--- src/rtl/io_read_ports.sv ---
`default_nettype none
// ============================================================================
//  Module      : io_read_ports
//  Description : Read-side I/O port block of the operand fetch path.
//                Decodes the raw read address, reports the selected port's
//                Full bit, strobes the selected port one cycle later, captures
//                its word and merges it with RAM read data. The merged operand
//                leaves with the same timing as a plain RAM read plus one
//                output register.
//  Revision    : 1.0 - initial release
// ----------------------------------------------------------------------------
//  Ports
//    clock        in   single clock, all state on rising edge
//    reset_n      in   asynchronous active-low reset
//    addr_raw     in   read address from raw instruction (cycle 0)
//    full         in   per-port Full bit (1 = port holds an unread word)
//    data_in      in   port words, port i at [i*WORD_WIDTH +: WORD_WIDTH]
//    IO_ready     in   cycle 1: the thread's instruction proceeds
//    data_RAM     in   RAM read data for the same instruction (cycle 2)
//    full_masked  out  cycle 0: selected Full bit, 1 for non-I/O addresses
//    rden         out  cycle 1: one-hot read strobe to the selected port
//    read_is_IO   out  cycle 3: operand came from a non-annulled I/O read
//    data_out     out  cycle 3: merged operand
// ============================================================================
module io_read_ports #(
    parameter int WORD_WIDTH           = 36,
    parameter int ADDR_WIDTH           = 10,
    parameter int READ_PORT_COUNT      = 8,
    parameter int READ_PORT_BASE_ADDR  = 1016,
    parameter int READ_PORT_ADDR_WIDTH = 3
) (
    input  logic                                  clock,
    input  logic                                  reset_n,
    input  logic [ADDR_WIDTH-1:0]                 addr_raw,
    input  logic [READ_PORT_COUNT-1:0]            full,
    input  logic [READ_PORT_COUNT*WORD_WIDTH-1:0] data_in,
    input  logic                                  IO_ready,
    input  logic [WORD_WIDTH-1:0]                 data_RAM,
    output logic                                  full_masked,
    output logic [READ_PORT_COUNT-1:0]            rden,
    output logic                                  read_is_IO,
    output logic [WORD_WIDTH-1:0]                 data_out
);

    // Number of index values the port index can express; ports beyond
    // READ_PORT_COUNT read back as zero so every index lookup stays in range.
    localparam int c_slots = 2 ** READ_PORT_ADDR_WIDTH;

    // The window is compared one bit wider than the address so that a window
    // reaching the top of the address space (or past it) cannot wrap around
    // to address 0. Ports that would sit beyond the top address are simply
    // unreachable.
    localparam logic [ADDR_WIDTH:0] c_base_ext =
        (ADDR_WIDTH+1)'(READ_PORT_BASE_ADDR);
    localparam logic [ADDR_WIDTH:0] c_end_ext =
        (ADDR_WIDTH+1)'(READ_PORT_BASE_ADDR + READ_PORT_COUNT);

    // Low bits of the base: the truncated difference of the full values equals
    // the difference of their truncated low bits.
    localparam logic [READ_PORT_ADDR_WIDTH-1:0] c_base_lo =
        READ_PORT_ADDR_WIDTH'(READ_PORT_BASE_ADDR);

    // ------------------------------------------------------------------
    // Parameter sanity
    // ------------------------------------------------------------------
    generate
        if ((READ_PORT_COUNT < 1) ||
            (READ_PORT_ADDR_WIDTH < 1) ||
            (READ_PORT_ADDR_WIDTH > ADDR_WIDTH) ||
            (c_slots < READ_PORT_COUNT)) begin : g_bad_params
            $error("io_read_ports: inconsistent port count / index width");
        end
    endgenerate

    // ------------------------------------------------------------------
    // Port vectors padded to the full index range
    // ------------------------------------------------------------------
    logic [c_slots-1:0]    w_full_pad;
    logic [WORD_WIDTH-1:0] w_word [c_slots];

    generate
        for (genvar gi = 0; gi < c_slots; gi++) begin : g_pad
            if (gi < READ_PORT_COUNT) begin : g_port
                assign w_full_pad[gi] = full[gi];
                assign w_word[gi]     = data_in[gi*WORD_WIDTH +: WORD_WIDTH];
            end else begin : g_empty
                assign w_full_pad[gi] = 1'b0;
                assign w_word[gi]     = '0;
            end
        end
    endgenerate

    // ------------------------------------------------------------------
    // Cycle 0: address decode
    // ------------------------------------------------------------------
    logic [ADDR_WIDTH:0]             w_addr_ext;
    logic                            w_in_range;
    logic [READ_PORT_ADDR_WIDTH-1:0] w_idx;

    always_comb begin
        w_addr_ext  = {1'b0, addr_raw};
        w_in_range  = (w_addr_ext >= c_base_ext) && (w_addr_ext < c_end_ext);
        w_idx       = addr_raw[READ_PORT_ADDR_WIDTH-1:0] - c_base_lo;
        // Non-I/O addresses report "full" so they never hold back issue.
        full_masked = w_in_range ? w_full_pad[w_idx] : 1'b1;
    end

    // ------------------------------------------------------------------
    // Pipeline state
    // ------------------------------------------------------------------
    logic                            is_io_q,      is_io_d;
    logic [READ_PORT_ADDR_WIDTH-1:0] idx_q,        idx_d;
    logic [WORD_WIDTH-1:0]           io_word_q,    io_word_d;
    logic                            io_valid_q,   io_valid_d;
    logic                            is_io_dly_q,  is_io_dly_d;
    logic [WORD_WIDTH-1:0]           data_out_q,   data_out_d;
    logic                            read_is_io_q, read_is_io_d;

    always_comb begin
        // Stage 1: decoded address
        is_io_d      = w_in_range;
        idx_d        = w_idx;

        // End of cycle 1: capture the selected port's word. The word is taken
        // unconditionally; io_valid decides whether it is used.
        io_word_d    = w_word[idx_q];
        io_valid_d   = is_io_q & IO_ready;
        is_io_dly_d  = is_io_q;

        // End of cycle 2: merge. An I/O read that was annulled (IO_ready low)
        // yields zero rather than whatever the RAM returned for that address.
        if (io_valid_q) begin
            data_out_d = io_word_q;
        end else if (is_io_dly_q) begin
            data_out_d = '0;
        end else begin
            data_out_d = data_RAM;
        end
        read_is_io_d = io_valid_q;
    end

    always_ff @(posedge clock or negedge reset_n) begin
        if (!reset_n) begin
            is_io_q      <= 1'b0;
            idx_q        <= '0;
            io_word_q    <= '0;
            io_valid_q   <= 1'b0;
            is_io_dly_q  <= 1'b0;
            data_out_q   <= '0;
            read_is_io_q <= 1'b0;
        end else begin
            is_io_q      <= is_io_d;
            idx_q        <= idx_d;
            io_word_q    <= io_word_d;
            io_valid_q   <= io_valid_d;
            is_io_dly_q  <= is_io_dly_d;
            data_out_q   <= data_out_d;
            read_is_io_q <= read_is_io_d;
        end
    end

    // ------------------------------------------------------------------
    // Cycle 1: read strobe. Purely from registered state plus IO_ready, so
    // it is low throughout reset (is_io_q is cleared) and the Full bit is
    // deliberately not consulted again here.
    // ------------------------------------------------------------------
    generate
        for (genvar gp = 0; gp < READ_PORT_COUNT; gp++) begin : g_rden
            assign rden[gp] = is_io_q & IO_ready &
                              (idx_q == READ_PORT_ADDR_WIDTH'(gp));
        end
    endgenerate

    assign data_out   = data_out_q;
    assign read_is_IO = read_is_io_q;

endmodule
`default_nettype wire

--- config.mk ---
export PLATFORM = sky130hd
export DESIGN_NAME = io_read_ports
export DESIGN_NICKNAME = d
export VERILOG_FILES = /design/src/rtl/io_read_ports.sv
export SDC_FILE = /design/constraint.sdc
export NUM_CORES = 1
export LEC_CHECK = 0
export ABC_CLOCK_PERIOD_IN_PS = 1500
export CAP_MARGIN = 25
export CORE_AREA = 2 2 151 153
export CTS_CLUSTER_SIZE = 10
export DETAILED_ROUTE_END_ITERATION = 8
export DIE_AREA = 0 0 153 155
export PLACE_DENSITY_LB_ADDON = 0.25
export SYNTH_ARGS = -nofsm -noshare
export SYNTH_HDL_FRONTEND = slang
export SYNTH_SLANG_ARGS = --single-unit
--- constraint.sdc ---
create_clock -name clock -period 1.5 [get_ports clock]
set_input_delay 0.15 -clock clock [delete_from_list [all_inputs] [get_ports clock]]
set_output_delay 0.15 -clock clock [all_outputs]
set_load 0.05 [all_outputs]
==> metrics list <==
- The number of placed instances, taps included, is 955.
- The layout has 1971 filler cells.
- Max Slew Vio Count: 0
- Die height: 155 µm
- Number of buffers inserted by port buffering: 390
- Power Dens Cells: 709 nW/µm²
- Run status: finished, violations left
- Post-Synthesis Mean Instance Area: 17.4 µm²
* Level count of the clock H-tree: 3
* Drt drc: 0
* Flip-flop and latch area: 1990 µm²
* Leading register cell type out of synthesis: dfrtp_1
- Final hold analysis gives a worst-case slack of 0.214 ns.
* Critical hold path startpoint: addr_raw[1]
- Minimum setup slack after placement: -0.249 ns
* Share of synthesized area occupied by flip-flops and latches: 0.410
- Of the total synthesized cell area, the portion taken by full adders, half adders and majority gates is 0.
- Standby leakage power: 4.14 nW
- After synthesis the cells add up to 4830 µm².
- At the later pin of the worst-skew pair, clock insertion delay measures 0.34 ns.
* Initial core utilization: 0.217
- Post-Route Setup TNS: -9.41 ns
- Most area-hungry cell type in the Yosys netlist: dfrtp_1
* Worst Hold Endpoint: idx_q[1]
- Post-route clock period utilization: 1.17
- Final antenna diode count: 0
* Parity-gate share of the synthesized area counting xor and xnor cells: 0
- Most area-consuming cells after synthesis: dfrtp_1 41%, mux4_2 28%, mux2_4 9.3%, mux4_1 6.5%, a22o_1 6.4%
- Net count reported at finish: 1046
- Along the worst path, the maximum fanout reaches 7.
- At the pin with the least slew margin, the transition time is 0.294 ns.
- The die covers 23700 µm².
* Fraction of synthesized area in multiplexers: 0.462
- The worst register-to-register path begins at idx_q[0].
* CP startpoint kind: register
- Setup repair after global routing could not meet its margin everywhere.
- Residual antenna-violating net count after detailed routing: 0
- Worst min-delay path category: in -> reg
* Endpoint kind of the worst setup timing path: register
* Post-synth EDFFs: 0
* Synthesized netlist net count: 623
- Number of cell instances on the worst register-to-register path: 5
* Reg-to-reg setup timing slack: -0.26 ns
* Sum of net half-perimeters after detailed placement: 16300 µm
- Clock Pin Slew Worst Setup and Hold Paths: 0.06 ns
* Kind of critical path: reg -> reg
* Worst Hold Depth: 2
* Count of maximum capacitance violations: 0
- Clock skew on the completed layout was measured at 0.00554 ns.
- Counting along the longest clock path gives a buffer depth of 2.
- The commonest cells after synthesis are 79 x dfrtp_1, 61 x mux4_2, 35 x a22o_1.
- The worst-case IR drop observed on VDD is 342 µV.
- For this run, the top clock speed supported by timing is 569 MHz.
* Fin crit period: 1.76 ns
- Number of DRC markers in iteration 0: 104
* Syn. warnings: 0
* Clock root buffer master: clkbuf_16
- Avg WL per Cell: 21.3 µm
* Placer's final routability congestion estimate: 0.902
- At the worst endpoint, the arrival time is 1.99 ns.
- By area, the combinational part of the netlist is dominated by multiplexers.
- Synthesis inferred 79 register bits.
* TritonCTS clock tree: done
- Pin count of the biggest net entering global routing: 41
- The first global-routing pass estimated 30700 µm of wire.
- The final reports fail on setup timing.
* Total gr overflow: 0
* Number of search-and-repair iterations in the first detailed-routing pass: 4
* Share of Yosys cell area claimed by the top area cell type: 0.410
- Clock sinks: 79
- The share of the synthesized area in compound gates (AO/OA/AOI/OAI) came to 0.0664.
- In the synthesized netlist the async set-or-reset flop fraction comes to 1.00.
- Yosys mapped the design onto 22 distinct sky130hd cell types.
* Capture point of the worst reg-to-reg path: io_word_q[14]
- Most instantiated library cell after synthesis: dfrtp_1
- During I/O placement, the number of pins put on the boundary was 391.
- Num CTS Buffers: 9
- Routed wire length: 21100 µm
- Number of vias per cell after detailed routing: 4.57
- Post-route non-filler standard cell count: 990
* Number of vias after detailed routing: 4525
- Summing all multi-input logic gate instances after layout gives 2780 µm².
* Overall Power: 7.13 mW
* Number of global-route vias before repair: 5075
* Horizontal die dimension: 153 µm
- Worst max-slew margin expressed relative to the limit: 0.804
- Required arrival time at the worst endpoint: 1.73 ns
* Area share of and/or/nand/nor cells after synthesis: 0.0220
* Core Rows: 55
* Area delta synth->final: 108%
* Initial antenna violation count: 1
- Synthesis produced a netlist whose cell count is 278.
* Setup violations, final: 44
- Across all setup checks in the final design, the least slack found is -0.258 ns.
- Core Region: 22200 µm²
- For this run, the total global-route usage over all layers was measured as 0.174.
- Number of hold-slack violations in the final timing report: 0
- Share of post-route cells with drive strength above 1: 0.335
[where the power goes]
group | internal (mW) | switching [mW] | leakage (nW)
combinational | 1.53 | 0.729 | 3.05
clock | 1.58 | 0.907 | 0.165
sequential | 2.31 | 0.0623 | 0.926
[sequential cells by signal, summed over array words and instances, names as in the netlist]
register and cells:
data_out 36, idx_q 3, io_valid_q 1, io_word_q 36
is_io_dly_d 1, is_io_dly_q 1, read_is_IO 1
[worst max-delay path, stage by stage, from the launching register on]
cell and delay, ns:
dfrtp_4 0.45, buf_6 0.13, buf_12 0.14, buf_12 0.14, mux4_2 0.51, mux2_4 0.27
[logic make-up (layout without fill, tap and decap cells)]
family                 Yosys count  count (layout)
AO/OA/AOI/OAI                   37              37
buffers and inverters           29             456
flip-flops                      79              79
multiplexers                   111             111
AND/OR/NAND/NOR                 22              22
[per-layer routing]
layer / share of wire / GRT usage
met1: 0.38 / 0.197
met2: 0.54 / 0.326
met3: 0.070 / 0.0504
met4: 0.013 / 0.0392
met5: 0.00062 / 0
[how the worst max path moves through the flow]
stage | startpoint | to | slack (ns) | cells after the start
5_1_grt | idx_q[0] | io_word_q[19] | -0.30 | 5
3_3_place_gp | addr_raw[0] | full_masked | -0.24 | 5
4_1_cts | idx_q[0] | io_word_q[10] | -0.26 | 5
6_report | idx_q[0] | io_word_q[14] | -0.26 | 5
3_5_place_dp | idx_q[0] | io_word_q[23] | -0.25 | 4
2_1_floorplan | idx_q[0] | io_word_q[7] | -0.15 | 4
[stage by stage]
stage / area, µm² / util
detailed placement: 9370 / 0.421
CTS: 10100 / 0.453
global placement: 9370 / 0.421
global route: 10100 / 0.453
finish: 10100 / 0.453
floorplan: 4900 / -
[repair_timing]
action / in CTS / in global routing
buffers inserted: 15 / 0
hold buffers: 1 / 0
endpoints found under the hold margin: 23 / 0
endpoints found under the setup margin: 45 / 44
pin swaps: 6 / 2
gates resized for setup: 37 / 2
cloned: 4 / 1
[cell type report]
| cell class | instances | share of cell area |
|---|---|---|
| flip-flops and latches | 79 | 0.198 |
| clock buffers | 12 | 0.0265 |
| inverters | 1 | 0.000373 |
| well taps | 285 | 0.0355 |
| multi-input cells | 170 | 0.276 |
| clock inverters | 3 | 0.00647 |
| repair buffers | 440 | 0.458 |
[cells in the final DEF, fill, tap and decap left out, types with 5 or more instances in the layout]
cell and n:
a22o_1 35, buf_12 24, buf_4 59, buf_6 6, clkbuf_16 10, clkdlybuf4s50_1 337, dfrtp_1 75, dlygate4sd2_1 6
mux2_2 5, mux2_4 33, mux4_1 7, mux4_2 66, nor2_4 7
Note: power is estimated with default switching activity, not from simulation.
